[src/rtl/decoder_pkg.sv]
// decoder_pkg
// Shared definitions for the registered code decoder:
//   - in_mode encodings (one-hot, thermometer, inverted one-hot, reserved)
//   - pipeline state encoding for the output/skid register pair
//   - decode_code(): computes {err, vec} for a code/mode pair at a given
//     output width. The result is sized for the largest legal output
//     (2**8 bits); callers keep the low out_w bits.
package decoder_pkg;

    localparam int unsigned MAX_IN_W  = 8;
    localparam int unsigned MAX_OUT_W = 256;

    localparam logic [1:0] MODE_ONEHOT = 2'b00;
    localparam logic [1:0] MODE_THERM  = 2'b01;
    localparam logic [1:0] MODE_INVHOT = 2'b10;
    localparam logic [1:0] MODE_RSVD   = 2'b11;

    // Encoding mirrors {oreg_v, sreg_v}: EMPTY (0,0), ONE (1,0), FULL (1,1).
    typedef enum logic [1:0] {
        ST_EMPTY = 2'b00,
        ST_ONE   = 2'b10,
        ST_FULL  = 2'b11
    } pipe_state_e;

    // Bit MAX_OUT_W of the result is the error flag, the rest is the vector.
    // Out-of-range codes and the reserved mode yield an all-zero vector so
    // that no partial pattern (e.g. an inverted one-hot with no hole) leaks.
    function automatic logic [MAX_OUT_W:0] decode_code(
        input logic [MAX_IN_W-1:0] code,
        input logic [1:0]          mode,
        input int unsigned         out_w
    );
        logic [MAX_OUT_W-1:0] vec;
        logic                 err;
        int unsigned          k;
        vec = '0;
        err = 1'b0;
        k   = {24'd0, code};
        if ((mode == MODE_RSVD) || (k >= out_w)) begin
            err = 1'b1;
        end else begin
            for (int unsigned i = 0; i < MAX_OUT_W; i++) begin
                if (i < out_w) begin
                    case (mode)
                        MODE_ONEHOT: vec[i] = (i == k);
                        MODE_THERM:  vec[i] = (i <= k);
                        MODE_INVHOT: vec[i] = (i != k);
                        default:     vec[i] = 1'b0;
                    endcase
                end
            end
        end
        return {err, vec};
    endfunction

endpackage

[src/rtl/decoder_core_n.sv]
// decoder_core_n
// Purely combinational N-to-M decoder wrapping decoder_pkg::decode_code.
// Ports:
//   code  [IN_W-1:0]  code to decode (unsigned)
//   mode  [1:0]       decode mode (see decoder_pkg MODE_*)
//   vec   [OUT_W-1:0] decoded vector
//   err               code >= OUT_W or reserved mode
module decoder_core_n
    import decoder_pkg::*;
#(
    parameter int unsigned IN_W  = 6,
    parameter int unsigned OUT_W = 64
) (
    input  logic [IN_W-1:0]  code,
    input  logic [1:0]       mode,
    output logic [OUT_W-1:0] vec,
    output logic             err
);

    logic [MAX_OUT_W:0]   full;
    logic [MAX_OUT_W-1:0] unused_hi;

    always_comb begin
        full      = decode_code(MAX_IN_W'(code), mode, OUT_W);
        vec       = full[OUT_W-1:0];
        err       = full[MAX_OUT_W];
        // Bits above OUT_W are always zero; folded here so nothing dangles.
        unused_hi = full[MAX_OUT_W-1:0] >> OUT_W;
    end

endmodule

[src/rtl/decoder_pipe_n.sv]
// decoder_pipe_n
// Registered, back-pressurable code decoder with a 2-entry skid buffer.
// Decoding is done before the registers, so the output register (OREG) and
// skid register (SREG) both hold finished {vec, err} results.
// Ports:
//   cpu_clk_50M            clock, rising edge
//   cpu_rst_n              asynchronous active-low reset
//   in_valid / in_ready    request handshake
//   in_code  [IN_W-1:0]    code to decode
//   in_mode  [1:0]         00 one-hot, 01 thermometer, 10 inverted, 11 rsvd
//   out_valid / out_ready  result handshake
//   out_vec  [OUT_W-1:0]   decoded vector
//   out_err                code out of range or reserved mode
module decoder_pipe_n
    import decoder_pkg::*;
#(
    parameter int unsigned IN_W  = 6,
    parameter int unsigned OUT_W = 64
) (
    input  logic             cpu_clk_50M,
    input  logic             cpu_rst_n,
    input  logic             in_valid,
    output logic             in_ready,
    input  logic [IN_W-1:0]  in_code,
    input  logic [1:0]       in_mode,
    output logic             out_valid,
    input  logic             out_ready,
    output logic [OUT_W-1:0] out_vec,
    output logic             out_err
);

    if ((IN_W < 1) || (IN_W > MAX_IN_W) || (OUT_W < 2) || (OUT_W > (1 << IN_W))) begin : g_param_check
        $error("decoder_pipe_n: illegal IN_W/OUT_W combination");
    end

    pipe_state_e      state_q, state_d;
    logic [OUT_W-1:0] oreg_vec_q, oreg_vec_d;
    logic             oreg_err_q, oreg_err_d;
    logic [OUT_W-1:0] sreg_vec_q, sreg_vec_d;
    logic             sreg_err_q, sreg_err_d;

    logic [OUT_W-1:0] dec_vec;
    logic             dec_err;
    logic             oreg_v;
    logic             sreg_v;
    logic             in_xfer;
    logic             out_xfer;

    decoder_core_n #(
        .IN_W  (IN_W),
        .OUT_W (OUT_W)
    ) u_core (
        .code (in_code),
        .mode (in_mode),
        .vec  (dec_vec),
        .err  (dec_err)
    );

    // in_ready depends only on registered state (plus reset), never on
    // out_ready, so the consumer's ready does not ripple back upstream.
    always_comb begin
        oreg_v    = state_q[1];
        sreg_v    = state_q[0];
        in_ready  = cpu_rst_n & ~sreg_v;
        out_valid = oreg_v;
        out_vec   = oreg_vec_q;
        out_err   = oreg_err_q;
        in_xfer   = in_valid & in_ready;
        out_xfer  = oreg_v & out_ready;
    end

    // Skid control: new results go to OREG when it is empty or draining this
    // cycle, otherwise into SREG; SREG refills OREG when OREG drains.
    always_comb begin
        state_d    = state_q;
        oreg_vec_d = oreg_vec_q;
        oreg_err_d = oreg_err_q;
        sreg_vec_d = sreg_vec_q;
        sreg_err_d = sreg_err_q;
        case (state_q)
            ST_EMPTY: begin
                if (in_xfer) begin
                    state_d    = ST_ONE;
                    oreg_vec_d = dec_vec;
                    oreg_err_d = dec_err;
                end
            end
            ST_ONE: begin
                if (in_xfer && out_xfer) begin
                    oreg_vec_d = dec_vec;
                    oreg_err_d = dec_err;
                end else if (in_xfer) begin
                    state_d    = ST_FULL;
                    sreg_vec_d = dec_vec;
                    sreg_err_d = dec_err;
                end else if (out_xfer) begin
                    state_d    = ST_EMPTY;
                end
            end
            ST_FULL: begin
                if (out_xfer) begin
                    state_d    = ST_ONE;
                    oreg_vec_d = sreg_vec_q;
                    oreg_err_d = sreg_err_q;
                end
            end
            default: begin
                state_d = ST_EMPTY;
            end
        endcase
    end

    // State and data registers; reset discards everything at once.
    always_ff @(posedge cpu_clk_50M or negedge cpu_rst_n) begin
        if (!cpu_rst_n) begin
            state_q    <= ST_EMPTY;
            oreg_vec_q <= '0;
            oreg_err_q <= 1'b0;
            sreg_vec_q <= '0;
            sreg_err_q <= 1'b0;
        end else begin
            state_q    <= state_d;
            oreg_vec_q <= oreg_vec_d;
            oreg_err_q <= oreg_err_d;
            sreg_vec_q <= sreg_vec_d;
            sreg_err_q <= sreg_err_d;
        end
    end

endmodule

[config.mk]
export PLATFORM = sky130hd
export DESIGN_NAME = decoder_pipe_n
export DESIGN_NICKNAME = d
export VERILOG_FILES = /design/src/rtl/decoder_pkg.sv /design/src/rtl/decoder_core_n.sv /design/src/rtl/decoder_pipe_n.sv
export SDC_FILE = /design/constraint.sdc
export NUM_CORES = 1
export LEC_CHECK = 0
export ABC_AREA = 1
export CAP_MARGIN = 20
export CORE_MARGIN = 2
export CORE_UTILIZATION = 55
export CTS_CLUSTER_DIAMETER = 120
export CTS_CLUSTER_SIZE = 40
export DETAILED_ROUTE_END_ITERATION = 6
export PLACE_DENSITY = 0.82
export SLEW_MARGIN = 20
export SYNTH_ARGS = -nofsm -noshare
export SYNTH_HDL_FRONTEND = slang
export SYNTH_HIERARCHICAL = 1
export SYNTH_SLANG_ARGS = --single-unit
[constraint.sdc]
create_clock -name cpu_clk_50M -period 4.49 [get_ports cpu_clk_50M]
set_input_delay 0.898 -clock cpu_clk_50M [delete_from_list [all_inputs] [get_ports cpu_clk_50M]]
set_output_delay 0.898 -clock cpu_clk_50M [all_outputs]
set_load 0.01 [all_outputs]
======== Word-level counts from Yosys, hierarchy flattened ========
Index checks and enable logic that the tools add are counted.
word-level totals
  flip-flop bits (word level) ............. 132
  input bits .............................. 12
  output and inout port bits .............. 67
  word-level logic and storage cells ...... 298
operators by class
  $lt $le $gt $ge ......................... 63
  equal/unequal tests ..................... 136
  muxes and demuxes ....................... 80
  bitwise logic cells ..................... 5
  reduce and logical (&&, ||, !) cells .... 9
operator list
  operator                                            count
  2-to-1 mux 64 bit                                   4
  case mux 1 bit (3 select lines)                     65
  equality test 6 bit, first input constant           32
  <= comparator 6 bit, first input constant           32
  != test 6 bit, first input constant                 32
  case mux 64 bit (3 select lines)                    1
  equality test 5 x 6 -> 1 bit, first input constant  16
  <= comparator 5 x 6 -> 1 bit, first input constant  16
  != test 5 x 6 -> 1 bit, first input constant        16
  equality test 4 x 6 -> 1 bit, first input constant  8
  <= comparator 4 x 6 -> 1 bit, first input constant  8
  != test 4 x 6 -> 1 bit, first input constant        8
  equality test 3 x 6 -> 1 bit, first input constant  4
  <= comparator 3 x 6 -> 1 bit, first input constant  4
  != test 3 x 6 -> 1 bit, first input constant        4
  equality test 2 x 6 -> 1 bit, first input constant  2
  <= comparator 2 x 6 -> 1 bit, first input constant  2
  != test 2 x 6 -> 1 bit, first input constant        2
  2-to-1 mux 2 bit                                    5
  equality test 2 bit, second input constant          4
  != test 2 bit, second input constant                4
  AND reduction 4 bit                                 2
  equality test 1 x 6 -> 1 bit, first input constant  1
  <= comparator 1 x 6 -> 1 bit, first input constant  1
  13 further kinds                                    20

======== Longest topological paths before layout ========
Gate-level depths: netlist (run 1).
  word-level depth ........................ 6
  depth in mapped cells ................... 13
  gate-level depth less buffers ........... 11

======== Modules after synthesis ========
The synthesis (run 1) kept the hierarchy.
by module, submodules not included
  module          instances  cells each  area each (µm²)  seq. area each (µm²)
  decoder_pipe_n  1          737         6102.1           3303.2
  decoder_core_n  1          432         2015.7           0.0

======== Worst setup path before layout (run 1) ========
No wires, ideal clock.
  kind .................................... input to register
  start ................................... input in_mode[1]
  end ..................................... register oreg_vec_q[51], in the netlist out_vec[51]
  setup time .............................. 66 ps
  data arrival time ....................... 2019 ps
  required time ........................... 4424 ps
  slack ................................... 2405 ps
  stages on the path ...................... 10
  buffers on the path ..................... 3
  cells stage by stage .................... buf_4 > nor2_1 > buf_2 > buf_2 > nand3_1 > nand3_1 > inv_1 > o21ai_0 > nand3_1 > nand2_1
between the ends
  cells in the longest elaborated chain, start to end .. 5
  elaborated cells between the ends (all ways) .. 9
  those cells by class .................... eq/ne: 3; mux: 5; reduce/logical: 1
ends and longest elaborated chain
  element                                            RTL line                                    source
  start, declared                                    decoder_pipe_n.sv:25                        input logic [1:0] in_mode,
  equality test 2 bit, or another cell as far along  decoder_pkg.sv:44                           case (mode)
  case mux 1 bit (3 select lines)                    decoder_pkg.sv:44
  2-to-1 mux 64 bit (*)                              decoder_pkg.sv:39                           if ((mode == MODE_RSVD) || (k >= out_w)) begin
  named net dec_vec[51]                              decoder_pipe_n.sv:42                        logic [OUT_W-1:0] dec_vec;
  2-to-1 mux 64 bit, on equally long branches        decoder_pipe_n.sv:89, decoder_pipe_n.sv:82
  case mux 64 bit (3 select lines) (*)               decoder_pipe_n.sv:80                        case (state_q)
  end signal, assigned                               decoder_pipe_n.sv:123                       oreg_vec_q <= oreg_vec_d;
  end, declared                                      decoder_pipe_n.sv:37                        logic [OUT_W-1:0] oreg_vec_q, oreg_vec_d;
The timed path passes the listed nets; every way through them passes the cells marked *. The select of a mux whose other input is x is not followed.
A chain may end at the register's enable or synchronous reset.

======== Worst setup path in the final report (run 1) ========
  start ................................... input in_code[5]
  end ..................................... register oreg_vec_q[58], in the netlist out_vec[58]
between the ends
  cells in the longest elaborated chain, start to end .. 5
  elaborated cells between the ends (all ways) .. 8
  those cells by class .................... order compare: 1; eq/ne: 2; mux: 5
ends and longest elaborated chain
  element                                            RTL line                                    source
  start, declared                                    decoder_pipe_n.sv:24                        input logic [IN_W-1:0] in_code,
  <= comparator 6 bit, or another cell as far along  decoder_pkg.sv:46                           MODE_THERM: vec[i] = (i <= k);
  case mux 1 bit (3 select lines) (*)                decoder_pkg.sv:44
  2-to-1 mux 64 bit (*)                              decoder_pkg.sv:39
  named net dec_vec[58]                              decoder_pipe_n.sv:42
  2-to-1 mux 64 bit, on equally long branches        decoder_pipe_n.sv:89, decoder_pipe_n.sv:82
  case mux 64 bit (3 select lines) (*)               decoder_pipe_n.sv:80
Marked as above.

==> results.txt, run 1 <==
- Number of global-route vias before repair: 7,480
* Netlist area before placement: 8120 um^2
* Worst R2R Start: state_q[1]
- Along the worst path, the maximum fanout reaches 11.
* Fin crit share: 0.660
- In this run the count of I/O pins placed on the die edge is 79.
- Drt first-iter violations: 794
* Min-Delay Path Class: primary input to asynchronous set/reset pin
- CP Launch Type: primary input
- The final number of hold-violating endpoints was 0.
* Share of cells above drive strength 1: 0.0986
- Synthesis produced a netlist whose cell count is 1,169.
- Synth-to-layout area growth: 16.4%
- Detailed Route WL: 22.2 mm
- Total number of H-tree levels: 4
* Drt drc: 0
* Setup skew after layout: 0.00936 ns
* Hold Buf Count CTS: 0
* Worst reg2reg path depth: 8
- After clock tree synthesis, the clock-pin slew on the worst setup and hold paths is 0.06 ns.
- Number of synthesis warnings: 6
- At the worst endpoint, the required time is 4.86 ns.
* Sequential group share of total power: 0.341
- For this run, the leading register cell type out of synthesis is sky130_fd_sc_hd__dfrtp_1.
- In this run the static leakage power is 4.51 nW.
- After routing the design area is 9450 um^2.
- After clock tree synthesis, the setup repair step added 0 buffers.
- At the end of routability-driven placement, the weighted congestion stood at 0.980.
- Effective utilization at floorplan: 0.561
- At the later pin of the worst-skew pair, clock insertion delay measures 0.43 ns.
- Measured along the x axis, the die boundary spans 125 um.
- Destination of the worst register-to-register timing path: out_vec[4]
- Setup repair after global routing left no endpoint under its margin.
* Placed inst area: 8790 um^2
* Die area: 15,700 um^2
- The routed design could run at a clock period as short as 2.96 ns.
- Max Clock Freq: 338 MHz
- Number of antenna violations at the first check in global routing: 0
- The tool flagged a number of max-cap violations equal to 0.
- The largest total area in the synthesized netlist belongs to sky130_fd_sc_hd__dfrtp_1.
* Proportion of synthesized flip-flops having asynchronous set or reset: 1.00
- Sw Ratio: 0.391
- Largest net degree at the start of global routing: 131
- Port Buffer Count: 78
* Worst slew margin relative to its limit: 0.343
* Minimum setup slack after placement: 1.19 ns
- Flop-to-flop setup slack: 2.07 ns
- Setup violations remaining at the end of the flow were counted as 0.
- In the post-route analysis, the smallest setup slack over all paths is 1.53 ns.
- Vias/cell: 5.64
* All-Layer GR Usage: 0.292
* Power dissipated by switching net loads: 2.34 mW
* Number of buffers created by CTS: 17
- Yosys cell types: 28
- The share of synthesized area in the top cell type comes to 0.407.
* Count of antenna-violating nets left after detailed routing: 0
- Average detailed-routed wire length per instance: 15.9 um
* CP Data Arrival Time: 3.33 ns
* CTS tree: built
- Largest buffer count on any clock path: 2
- At the end of the flow, the number of nets in the layout was 1,220.
- Critical path origin: in_code[5]
- Synth Net Count: 1,185
* Portion of the post-synthesis area used by sequential elements: 0.407
* Ant diodes: 0
- The critical path is of the primary input to register type.
- Critical Path End Type: register
- Summed over all layers, the global routing overflow is 0.
- Top cell types by occurrence after synthesis: 411 x sky130_fd_sc_hd__nand2_1, 173 x sky130_fd_sc_hd__nand3_1, 147 x sky130_fd_sc_hd__o21ai_0
- The region available for standard cell placement spans 14,500 um^2.
- In this run, post-CTS repair resized a total of 0 instances.
- At the pin with the least slew margin, the transition time is 0.985 ns.
- Flip-flop and latch count after synthesis: 132
* Total negative setup slack: 0 ns
- Status: complete, no violations
- The die is 125 um tall.
* Number of placement rows: 44
* Cell with the most instances after synthesis: sky130_fd_sc_hd__nand2_1
- Power, Total: 6.00 mW
- The synthesized design contains 0 enable-type register cells.
- The share of total power dissipated in combinational logic is 0.406.
- Power Density: 635 nW/um^2
- The number of pins with negative max-slew slack in the final report is 0.
* End of the critical path: out_vec[58]
- Cell-internal power: 3.66 mW
* Wire length of the first global-routing pass: 37.3 mm
- Summing over every cut layer, the via total after detailed routing is 7,899.
- Clk sinks: 132
- The share of total power dissipated in the clock network is 0.253.
- The cell sitting at the root of the clock tree is a sky130_fd_sc_hd__clkbuf_16.
- In this run the mean area of a mapped cell was 6.94 um^2.
* Largest cells by area after synthesis: sky130_fd_sc_hd__dfrtp_1 41%, sky130_fd_sc_hd__nand2_1 19%, sky130_fd_sc_hd__nand3_1 11%
- Peak VDD IR: 0.000439 V
- Total iterations of the first detailed-routing run: 6
* Sum of net half-perimeters after detailed placement: 14.6 mm
metrics by stage:
| stage | hold slack [ns] | cells | util |
|---|---|---|---|
| 6_report | 0.301 | 1401 | 0.652 |
| 5_1_grt | 0.304 | 1401 | 0.652 |
| 4_1_cts | 0.303 | 1401 | 0.652 |
| 3_5_place_dp | 0.457 | 1369 | 0.607 |
| 3_3_place_gp | 0.453 | 1369 | 0.607 |
| 2_1_floorplan | 0.453 | 1169 | - |
cells in the final DEF, fill, tap and decap left out, types with 3 or more instances in the layout:
master	Yosys	final
sky130_fd_sc_hd__clkdlybuf4s50_1	0	77
sky130_fd_sc_hd__bufinv_16	0	4
sky130_fd_sc_hd__clkinv_4	0	3
sky130_fd_sc_hd__nand2_1	411	411
sky130_fd_sc_hd__inv_2	6	6
sky130_fd_sc_hd__nand2_2	38	37
sky130_fd_sc_hd__clkbuf_16	0	17
sky130_fd_sc_hd__inv_1	84	84
sky130_fd_sc_hd__nor2_4	8	8
sky130_fd_sc_hd__a21oi_1	5	5
sky130_fd_sc_hd__nand4_1	10	10
sky130_fd_sc_hd__dfrtp_1	132	132
sky130_fd_sc_hd__clkinvlp_4	0	3
sky130_fd_sc_hd__nor2_1	24	23
sky130_fd_sc_hd__buf_4	12	18
sky130_fd_sc_hd__nand3_1	173	173
sky130_fd_sc_hd__clkbuf_8	0	4
sky130_fd_sc_hd__nor2_2	10	11
sky130_fd_sc_hd__o21ai_0	147	147
sky130_fd_sc_hd__o211ai_1	8	8
sky130_fd_sc_hd__o21ai_1	20	20
sky130_fd_sc_hd__ha_1	4	3
worst max-delay path: stages:
cell and delay [ns]:
sky130_fd_sc_hd__clkdlybuf4s50_1 0.82, sky130_fd_sc_hd__nand2_1 0.44, sky130_fd_sc_hd__inv_1 0.35, sky130_fd_sc_hd__nand2_1 0.14, sky130_fd_sc_hd__clkinv_1 0.10, sky130_fd_sc_hd__nand3_1 0.08
sky130_fd_sc_hd__nand3_1 0.10, sky130_fd_sc_hd__inv_1 0.05, sky130_fd_sc_hd__o21ai_0 0.15, sky130_fd_sc_hd__nand3_1 0.09, sky130_fd_sc_hd__nand2_1 0.10
flip-flops by register name (all words and copies together) (netlist names):
signal      count
out_err         1
out_vec        64
sreg_err_q      1
sreg_vec_q     64
state_q         2
worst min-delay path by stage:
| stage | startpoint | endpoint |
|---|---|---|
| after global placement | out_vec[44] | out_vec[44] |
| after floorplan | sreg_err_q | sreg_err_q |
| after global routing | cpu_rst_n | out_vec[43] |
| final | cpu_rst_n | out_vec[43] |
| after detailed placement | out_vec[22] | out_vec[22] |
| after CTS | cpu_rst_n | out_vec[43] |
kinds of logic (layout without fill, tap and decap cells):
family                     count (synthesis)  count (layout)  synth area share
DFF                                      132             132             0.407
AOI/OAI and AO/OA                        180             180             0.113
buffers and inverters                    174             222             0.105
adders and majority gates                  4               4           0.00617
and+or+nand+nor                          679             679             0.369
per-layer routing:
layer | share of wire | wire length, um | global-route usage | vias up
met1 | 0.44 | 9830 | 0.403 | 3719
met4 | 0.021 | 459 | 0.0876 | 0
li1 | - | - | - | 3828
met5 | 0 | 0 | 0 | -
met3 | 0.068 | 1520 | 0.0565 | 49
met2 | 0.47 | 10400 | 0.469 | 303
power by group through the flow:
| stage | Sequential, mW | Combinational, mW | Clock (mW) |
|---|---|---|---|
| CTS | 2.04 | 2.45 | 1.53 |
| floorplan | 2.11 | 1.62 | 0 |
| global route | 2.11 | 2.73 | 1.59 |
| finish | 2.05 | 2.43 | 1.52 |
| detailed placement | 2.05 | 2.43 | 0 |
| global placement | 2.03 | 2.37 | 0 |
area by class of cell:
cell class / instances / area [um^2]
Sequential cell: 132 / 3300
Clock buffer: 21 / 480
Inverter: 94 / 358
Fill cell: 1278 / 5030
Tap cell: 184 / 230
Timing Repair Buffer: 96 / 917
Clock inverter: 11 / 174
Multi-Input combinational cell: 863 / 3980
Power figures use the tool's default switching activity.
==> run 2: changes to the inputs <==
==> constraint.sdc (replaced) <==
create_clock -name cpu_clk_50M -period 2.8 [get_ports cpu_clk_50M]
set_input_delay 0.56 -clock cpu_clk_50M [delete_from_list [all_inputs] [get_ports cpu_clk_50M]]
set_output_delay 0.56 -clock cpu_clk_50M [all_outputs]
set_load 0.01 [all_outputs]
==> results.txt, run 2 (same netlist as run 1, synthesis figures left out) <==
* Status: complete, no violations
* Drt first-iter violations: 748 (-5.8%)
* Clock input transition at the sequential cells of the worst setup and hold paths: 0.06 ns (about the same)
* Routed via count: 7,997 (+1.2%)
- Post-route cell area: 9690 um^2 (+2.5%)
- Io pins: 79 (unchanged)
- The effective utilization at floorplan was 0.561 (unchanged).
- Number of placement rows: 44 (unchanged)
- The clock buffer count from CTS is 17 (unchanged).
* Max-cap violations: 0 (unchanged)
* All-Layer GR Usage: 0.289 (-0.00292)
* Critical-path maximum fanout: 16 (+5)
* Fin crit share: 0.905
- The pre-CTS worst setup slack was 0.158 ns (-1.03 ns).
- The maximum vdd ir drop is 0.000781 V (+78%).
- Most frequent standard cell in the layout excluding fill and tap cells: sky130_fd_sc_hd__nand2_1
* Dominant delay contributor by cell family on the critical path: buffers and inverters
* Count of endpoints failing setup in the final report: 0 (unchanged)
* Average detailed-routed wire length per instance: 15.3 um (-3.4%)
- Buffering stage count on the worst path with inverters included: 4 (unchanged)
* Total placed cells including tap cells: 1,404 (+2.6%)
* Drt drc: 0 (unchanged)
- The cell internal power dissipation is 5.64 mW (+54%).
* Sum of net half-perimeters after detailed placement: 14.9 mm (+1.6%)
- The final estimated routing congestion in global placement came to 0.986 (+0.65%).
- Slew at the pin closest to its max-slew limit: 0.855 ns (-0.130 ns)
- LEAKAGE: 4.67 nW (+3.6%)
- Slowest CP cell: sky130_fd_sc_hd__dlygate4sd3_1
- CTS tree: built
- Wire length of the first global-routing pass: 37.1 mm (-0.46%)
- Count of fill cells added during filler insertion: 1,262 (-1.3%)
- Static timing analysis puts the maximum clock frequency at 395 MHz.
- The standard cell core area came to 14,500 um^2 (unchanged).
- The number of gates resized after CTS came to 0 (unchanged).
- Number of standard cells in the layout, taps in and fillers out: 1,437 (+2.6%)
- Sequential group share of total power: 0.348 (+0.007)
- The worst setup path is captured at an output port.
- Nets: 1,256 (+3.0%)
* Port Buffer Count: 78 (unchanged)
* Total iterations of the first detailed-routing run: 5 (-1)
- Die Y-Extent: 125 um (unchanged)
* Sw Ratio: 0.398 (+0.00727)
- Number of failing hold endpoints at the final stage: 0 (unchanged)
- Ant diodes: 0 (unchanged)
- The end-of-flow core utilization came to 0.669 (+0.0165).
- The clock period could shrink to 2.53 ns.
- Power, Total: 9.37 mW (+56%)
* Max-slew violation count: 0 (unchanged)
- Clk sinks: 132 (unchanged)
- Power Density: 968 nW/um^2 (+52%)
- Vias/cell: 5.57 (-1.3%)
* Total number of H-tree levels: 4 (unchanged)
- Min-Delay Path Class: register to register
- The pin count of the biggest net entering global routing was 131 (unchanged).
- The area of the die is 15,700 um^2 (unchanged).
* Count of antenna-violating nets left after detailed routing: 0 (unchanged)
- Required time at the worst-slack endpoint: 2.24 ns (-2.62 ns)
* Setup skew after layout: 0.00645 ns (-0.00290 ns)
- The share of layout cells above drive strength 1 was 0.123 (+0.0243).
- Hold Buf Count CTS: 1 (+1)
* Largest buffer count on any clock path: 2 (unchanged)
- The cell area after placement is 9110 um^2 (+3.7%).
- Setup repair after global routing left no endpoint under its margin.
- The setup total negative slack is 0 ns (unchanged).
* Hold WS: 0.468 ns (+0.167 ns)
* Synth-to-layout area growth: 19.3%
* Critical path cell sequence: dlygate4sd3_1, buf_4, nand2_1, inv_1, clkdlybuf4s50_1
- Delay of the slowest cell on the worst path: 0.52 ns (-0.30 ns)
- Total gr overflow: 0 (unchanged)
- Number of global-route vias before repair: 7,417 (-0.84%)
- Power dissipated by switching net loads: 3.73 mW (+59%)
- Proportion of power drawn by combinational gates: 0.425 (+0.019)
* Die boundary width: 125 um (unchanged)
- The final wirelength was 22.0 mm (-0.95%).
- The part of the total power dissipated in the clock network came to 0.227 (-0.026).
- The setup fix buffers added after clock tree synthesis is 0 (unchanged).
* Worst slew margin relative to its limit: 0.430 (+0.0864)
* Leading cell types in the layout, fill and taps excluded: 411 x sky130_fd_sc_hd__nand2_1, 173 x sky130_fd_sc_hd__nand3_1, 147 x sky130_fd_sc_hd__o21ai_0
- CP Data Arrival Time: 1.97 ns (-1.36 ns)
- The later-pin clock latency in the skew report was 0.43 ns (about the same).
- The worst setup path is launched from a primary input.
- PnR worst setup slack: 0.267 ns (-1.26 ns)
* Master cell of the clock root buffer: sky130_fd_sc_hd__clkbuf_16
- Worst setup path class: primary input to output port
- The initial antenna violation count came to 0 (unchanged).
## run 2: cell count changes in the layout (fill, tap and decap cells not counted), moves of 2 or more
cell and delta:
sky130_fd_sc_hd__buf_12 +5, sky130_fd_sc_hd__buf_4 +31, sky130_fd_sc_hd__bufinv_16 -3, sky130_fd_sc_hd__clkbuf_8 -2
sky130_fd_sc_hd__clkinv_2 +4, sky130_fd_sc_hd__inv_6 +2
## run 2: final timing paths
path | from | end | slack, ns | cells past startpoint
setup / recovery | cpu_rst_n | in_ready | 0.27 | 5
hold / removal | out_err | out_err | 0.47 | 2
setup reg to reg | state_q[0] | out_vec[13] | 0.68 | 10
hold reg to reg | out_err | out_err | 0.47 | 2
max in group asynchronous | cpu_rst_n | out_vec[61] | 1.22 | 3
min in group asynchronous | cpu_rst_n | state_q[1] | 0.53 | 2
## run 2: layout make-up
cell class / count / area (um^2) / area share
Clock buffer: 20 / 457 / 0.0472
Clock inverter: 12 / 105 / 0.0109
Inverter: 94 / 358 / 0.0369
Multi-Input combinational cell: 863 / 3980 / 0.411
Sequential cell: 132 / 3300 / 0.341
Tap cell: 184 / 230 / 0.0238
Timing Repair Buffer: 132 / 1250 / 0.129
## run 2: worst min-delay path: stages, from the launching register on
cell,delay [ns]
sky130_fd_sc_hd__dfrtp_1,0.34
sky130_fd_sc_hd__nand2_1,0.05
sky130_fd_sc_hd__nand2_1,0.04
## run 2: power by group through the flow
stage	clock (mW)	combinational, mW	sequential (mW)
floorplan	0	2.59	3.39
global placement	0	3.87	3.25
detailed placement	0	3.98	3.28
CTS	2.15	4.01	3.26
global route	2.23	4.47	3.37
finish	2.13	3.98	3.27
## run 2: layer usage
layer,vias to the layer above,share of wire,global-route usage
li1,3905,-,-
met5,-,0,0
met4,0,0.016,0.0830
met1,3750,0.45,0.419
met2,312,0.46,0.443
met3,30,0.066,0.0561
